<file path="src/rtl/frog_river_ride.sv">
// Frog river-ride controller: lands the frog on logs, carries it with lane speed, drowns it off-log or past the banks.
// Outputs are registered one cycle after the evaluated inputs; optional landing grace window built with FROG_GRACE_EN.
module frog_river_ride #(
  parameter int X_OFFSET_LEFT  = 96,
  parameter int X_OFFSET_RIGHT = 544,
  parameter int FROG_SIZE      = 32,
  parameter int GRACE_CYCLES   = 4
) (
  input  logic         clk,
  input  logic         reset_n,
  input  logic [9:0]   frog_x,
  input  logic [2:0]   frog_lane,
  input  logic         frog_in_river,
  input  logic         frog_hop,
  input  logic         respawn,
  input  logic [129:0] log_x_flat,
  input  logic [59:0]  log_speed_flat,
  input  logic [59:0]  log_len_flat,
  output logic         on_log,
  output logic         carry_valid,
  output logic [9:0]   carry_dx,
  output logic         drown,
  output logic [1:0]   ride_idx
);

  typedef enum logic [2:0] {IDLE, SETTLE, CHECK, RIDING, DEAD} state_t;

  localparam logic [10:0]        HALF    = 11'(FROG_SIZE / 2);
  localparam logic signed [11:0] EDGE_LO = 12'(X_OFFSET_LEFT);
  localparam logic signed [11:0] EDGE_HI = 12'(X_OFFSET_RIGHT - FROG_SIZE);

  state_t state, state_nxt;

  // Padded tables: invalid lanes read zero length/speed and can never match.
  logic [9:0] log_x [16];
  logic [9:0] len_a [8];
  logic [9:0] spd_a [8];

  logic              lane_ok;
  logic [10:0]       centre;
  logic [9:0]        lane_len;
  logic [9:0]        lane_spd;
  logic [3:0]        base;
  logic              sup;
  logic [1:0]        sup_idx;
  logic signed [11:0] pos;
  logic              edge_bad;
  logic              grace_out;

  logic       on_log_d, carry_valid_d, drown_d;
  logic [9:0] carry_dx_d;
  logic [1:0] ride_idx_d;

  function automatic logic hits(input logic [9:0] lx, input logic [9:0] len, input logic [10:0] c);
    return ({1'b0, lx} <= c) && (c < ({1'b0, lx} + {1'b0, len}));
  endfunction

  always_comb begin
    for (int i = 0; i < 16; i++) log_x[i] = (i < 13) ? log_x_flat[i*10 +: 10] : 10'd0;
    for (int i = 0; i < 8; i++) begin
      len_a[i] = (i < 6) ? log_len_flat[i*10 +: 10]   : 10'd0;
      spd_a[i] = (i < 6) ? log_speed_flat[i*10 +: 10] : 10'd0;
    end
  end

  always_comb begin
    lane_ok  = (frog_lane <= 3'd5);
    centre   = {1'b0, frog_x} + HALF;
    lane_len = len_a[frog_lane];
    lane_spd = spd_a[frog_lane];
    base     = (frog_lane == 3'd0) ? 4'd0 : {frog_lane, 1'b1};
    sup      = 1'b0;
    sup_idx  = 2'd0;
    // Descending scan so the lowest matching index is the one left standing.
    for (int j = 2; j >= 0; j--) begin
      if (lane_ok && (frog_lane == 3'd0 || j < 2) && hits(log_x[base + 4'(j)], lane_len, centre)) begin
        sup     = 1'b1;
        sup_idx = 2'(j);
      end
    end
    pos      = $signed({2'b00, frog_x}) + $signed({{2{lane_spd[9]}}, lane_spd});
    edge_bad = (lane_spd != 10'd0) && ((pos < EDGE_LO) || (pos > EDGE_HI));
  end

`ifdef FROG_GRACE_EN
  localparam logic [7:0] GRACE_LAST = 8'(GRACE_CYCLES - 1);
  logic [7:0] grace_cnt;

  always_ff @(posedge clk) begin
    if (!reset_n)                                    grace_cnt <= 8'd0;
    else if (state == CHECK && state_nxt == CHECK)   grace_cnt <= grace_cnt + 8'd1;
    else                                             grace_cnt <= 8'd0;
  end

  assign grace_out = (grace_cnt >= GRACE_LAST);
`else
  assign grace_out = 1'b1;
`endif

  always_ff @(posedge clk) begin
    if (!reset_n) begin
      state       <= IDLE;
      on_log      <= 1'b0;
      carry_valid <= 1'b0;
      carry_dx    <= 10'd0;
      drown       <= 1'b0;
      ride_idx    <= 2'd0;
    end else begin
      state       <= state_nxt;
      on_log      <= on_log_d;
      carry_valid <= carry_valid_d;
      carry_dx    <= carry_dx_d;
      drown       <= drown_d;
      ride_idx    <= ride_idx_d;
    end
  end

  always_comb begin
    state_nxt = state;
    case (state)
      IDLE:   if (frog_in_river) state_nxt = SETTLE;
      SETTLE: begin
        if (!frog_in_river) state_nxt = IDLE;
        else if (!frog_hop) state_nxt = CHECK;
      end
      CHECK: begin
        if (!frog_in_river)  state_nxt = IDLE;
        else if (frog_hop)   state_nxt = SETTLE;
        else if (sup)        state_nxt = RIDING;
        else if (grace_out)  state_nxt = DEAD;
      end
      RIDING: begin
        if (!frog_in_river)        state_nxt = IDLE;
        else if (frog_hop)         state_nxt = SETTLE;
        else if (!sup || edge_bad) state_nxt = DEAD;
      end
      DEAD:   if (respawn) state_nxt = IDLE;
      default: state_nxt = IDLE;
    endcase
  end

  always_comb begin
    on_log_d      = (state_nxt == RIDING);
    ride_idx_d    = on_log_d ? sup_idx : 2'd0;
    drown_d       = (state != DEAD) && (state_nxt == DEAD);
    carry_valid_d = (state == RIDING) && (state_nxt == RIDING) && (lane_spd != 10'd0);
    carry_dx_d    = carry_valid_d ? lane_spd : 10'd0;
  end

endmodule

</file>
<file path="config.mk">
export PLATFORM = sky130hd
export DESIGN_NAME = frog_river_ride
export DESIGN_NICKNAME = d
export VERILOG_FILES = /design/src/rtl/frog_river_ride.sv
export SDC_FILE = /design/constraint.sdc
export NUM_CORES = 1
export LEC_CHECK = 0
export CORE_UTILIZATION = 47
export CTS_CLUSTER_DIAMETER = 150
export CTS_CLUSTER_SIZE = 12
export DETAILED_ROUTE_END_ITERATION = 6
export GPL_ROUTABILITY_DRIVEN = 1
export PLACE_DENSITY_LB_ADDON = 0.08
export SLEW_MARGIN = 20
export SYNTH_ARGS = -nofsm -noshare
export SYNTH_HDL_FRONTEND = slang
export SYNTH_SLANG_ARGS = --single-unit
</file>
<file path="constraint.sdc">
create_clock -name clk -period 23.1 [get_ports clk]
set_input_delay 6.93 -clock clk [delete_from_list [all_inputs] [get_ports clk]]
set_output_delay 6.93 -clock clk [all_outputs]
set_load 0.05 [all_outputs]
</file>
==> results.md <==
Timing:
- Setup repair after global routing left no endpoint under its margin.
- The worst-margin pin slew is 0.972 ns.
- The number of failing hold endpoints at the final stage came to 0.
- Setup violations remaining at the end of the flow were counted as 0.
- Based on the critical path, the design can be clocked at up to 76.5 MHz.
- The post-route setup TNS is 0 ns.
- In this run the tightest slew margin relative to its limit is 0.345.
- Dividing the final minimum period by the clock period gives 0.566.
- The final worst setup slack is 10.03 ns.
- For the final database, setup skew stands at 0.000800 ns.
- The number of max-slew violations in the final report came to 0.
- The smallest clock period supported by the final layout is computed as 13.07 ns.

Global routing:
- The number of global-route vias before repair is 6830.
- Summed over all layers, the global routing overflow is 0.
- The number of antenna violations at the first check in global routing came to 0.
- In the global route stage, overall resource usage came out at 0.344.
- Entering global routing, the biggest net connects 66 pins.
- The first global-routing pass estimated 35500 um of wire.

Power and ir drop:
- The combinational power share is 0.796.
- The clock share of power is 0.105.
- For this design the ratio of total power to cell area is 35.1 nW/um2.
- Cell internal power was estimated by the tool at 0.184 mW.
- The net switching share of the total power is 0.428.
- The leakage power of the design is 3.95 nW.
- VDD sags by at most 0.0233 mV.
- The switching power is 0.138 mW.
- The sequential cell fraction of total power is 0.098.

Clock network:
- TritonCTS built the clock tree.
- The number of setup buffers added after CTS is 0.
- In this run the number of H-tree levels came out at 1.
- The TritonCTS buffer count is 3.
- Buffers inserted to repair hold after CTS numbered 0.
- The cell at the root of the clock tree is clkbuf_16.
- The clock latency on the worst-skew pair is 0.25 ns.
- Counting every sink on the clock net gives 18.
- In this run, post-CTS repair resized a total of 0 instances.
- The deepest clock path buffer count is 2.
- After clock tree synthesis, the clock-pin slew on the worst setup and hold paths is 0.05 ns.

Detailed routing:
- The first-pass iteration count of the detailed router is 5.
- The via total after detailed routing is 7084.
- After detailed routing, the number of vias per cell comes to 5.98.
- In the final routed layout, each cell accounts on average for 20.6 um.
- In the routed design, unresolved DRC markers number 0.
- The count of nets left with antenna violations once routing finished came out at 0.
- The detailed-route wire length is 24400 um.
- In this run, the number of DRC markers left after iteration 0 of detailed routing was 556.

Flow run:
- The max-cap check violation count is 0.

Cells and area:
- Measured on the finished design, the core utilization comes to 0.720.
- Compared with the post-synthesis result, the final layout area differs by 48.1%.
- In the final layout, the share of cells above drive strength 1 is 0.0750.
- The number of fill cells is 1095.
- With fillers left out, the area of the finished cells amounts to 9160 um2.
- The count of nets after finishing is 1390.
- The antenna diode count is 0.

Synthesis:
- The post-synthesis instance area is 6180 um2.
- Of the synthesized area, sequential elements account for 0.0583.
- Counting flops with a built-in enable in the synthesized netlist gives 0.
- The number of warning messages in the yosys log is 0.
- In the synthesized netlist the dominant register cell turns out to be dfxtp_1.
- Each instance of the synthesized netlist takes up on average 8.15 um2.
- Counting every net in the synthesized netlist gives 1134.
- The fraction of registers with async set/reset is 0.
- After technology mapping, the gate count stands at 759.
- The number of synthesized register bits is 18.
- The synthesized netlist contains 73 unique library cells.

Floorplan:
- The number of placement rows is 41.
- For this design the top-level I/O count stands at 283.
- The floorplan step set the die height to 117 um.
- The die span in x is 117 um.
- The core region is 12700 um2.
- The starting density of the core is 0.486.
- The floorplan step defined a die boundary enclosing 13600 um2.

Place:
- At the placement stage, the worst setup path has a slack of 9.90 ns.
- In this run the cell area measured after placement is 9080 um2.
- The post-detailed-placement half-perimeter wirelength is 20700 um.
- At the end of routability-driven placement, the weighted congestion stood at 0.972.
- The quantity of I/O buffers inserted on ports is 282.

Worst setup path:
- Along the worst path, the maximum fanout reaches 65.
- The type of element launching the critical path is an input port.
- The path type of the worst setup path is in2reg.
- The data required time at the worst endpoint is 23.28 ns.
- Data arrives at the worst endpoint at 13.26 ns.
- The reg2reg setup slack is 21.29 ns.
- The worst setup path is captured at a register.

Hold path:
- The worst hold-check path type is reg2reg.

Outcome:
- The flow ran to the end, and the final reports show no timing, DRC or antenna violations.
-- power groups by stage --
stage / sequential [mW] / combinational (mW) / clock, mW
final: 0.0316 / 0.256 / 0.0339
after global routing: 0.0316 / 0.279 / 0.0349
after CTS: 0.0316 / 0.253 / 0.0336
after detailed placement: 0.0322 / 0.251 / 0
after global placement: 0.0321 / 0.247 / 0
after floorplan: 0.0321 / 0.159 / 0
-- Yosys cell counts (all sizes together), types with 12 or more instances --
cell type / number / area share
mux2i: 49 / 0.079
a21o: 25 / 0.030
inv: 41 / 0.025
xnor2: 20 / 0.028
mux2: 14 / 0.025
o21ai: 66 / 0.053
clkbuf: 18 / 0.011
a211oi: 15 / 0.018
o22ai: 12 / 0.012
dfxtp: 18 / 0.058
buf: 19 / 0.016
a21oi: 69 / 0.056
ha: 103 / 0.21
nand2: 51 / 0.031
mux4: 28 / 0.10
nor2: 53 / 0.035
-- per-stage QoR --
step	cells	hold slack, ns	total power [mW]
6_report	1185	0.566	0.322
5_1_grt	1185	0.582	0.346
4_1_cts	1185	0.559	0.318
3_5_place_dp	1182	0.555	0.283
3_3_place_gp	1182	0.556	0.279
2_1_floorplan	759	0.490	0.192
-- layer usage --
layer  track usage  part of all wire
met1         0.376              0.37
met2         0.633              0.51
met3        0.0519             0.066
met4         0.192             0.057
met5             0                 0
-- final timing paths --
kind / from / to / cells past startpoint
setup reg to reg: state[2] / carry_dx[2] / 5
hold reg to reg: state[1] / state[1] / 1
setup / recovery: frog_lane[0] / carry_dx[2] / 24
hold / removal: state[1] / state[1] / 1
-- state kept, by name (all words and copies together) (netlist names) --
signal       cells
carry_dx        10
carry_valid      1
drown            1
on_log           1
ride_idx         2
state            3
-- worst max-delay path, stage by stage --
cell,delay [ns]
buf_4,0.57
buf_4,0.78
a22oi_1,0.22
o22ai_1,0.25
a221o_1,0.14
o21ai_0,0.08
a21oi_1,0.35
ha_1,0.31
a21o_1,0.17
a21o_1,0.20
a21o_1,0.19
a21oi_1,0.24
o21ai_0,0.20
a21o_1,0.21
a21oi_1,0.19
xor2_1,0.10
ha_1,0.18
a221o_1,0.31
a31oi_1,0.13
o21ai_0,0.17
o221ai_2,0.30
nand2b_1,0.13
or4_4,0.67
nor2b_1,0.14
-- layout by cell type, fill, tap and decap left out, drive strengths merged, types with 9 or more instances in the layout --
master,n
o22ai,12
dfxtp,18
a21o,25
xor2,10
a221o,9
a21oi,69
ha,103
mux2,14
nand2b,10
a22oi,11
o21ai,66
nor2,53
inv,41
mux2i,49
nand2,51
xnor2,20
clkdlybuf4s50,279
a211oi,15
mux4,28
buf,9
-- cells by family (layout without fill, tap and decap cells) --
family	count (synthesis)	count (layout)	share of synthesized area
flops	18	18	0.0583
buf+inv	79	333	0.0528
mux	91	91	0.207
fa+ha+maj	107	107	0.221
compound gates	270	270	0.286
simple gates	164	164	0.132
xor+xnor	30	30	0.0425
-- cell type report --
| class | instances | area (um2) | area share |
|---|---|---|---|
| repair buffers | 288 | 2860 | 0.312 |
| flip-flops and latches | 18 | 360 | 0.0393 |
| multi-input cells | 662 | 5500 | 0.600 |
| inverters | 42 | 158 | 0.0172 |
| clock buffers | 3 | 75.1 | 0.00820 |
| well taps | 172 | 215 | 0.0235 |
Note: power is estimated with default switching activity, not from simulation.
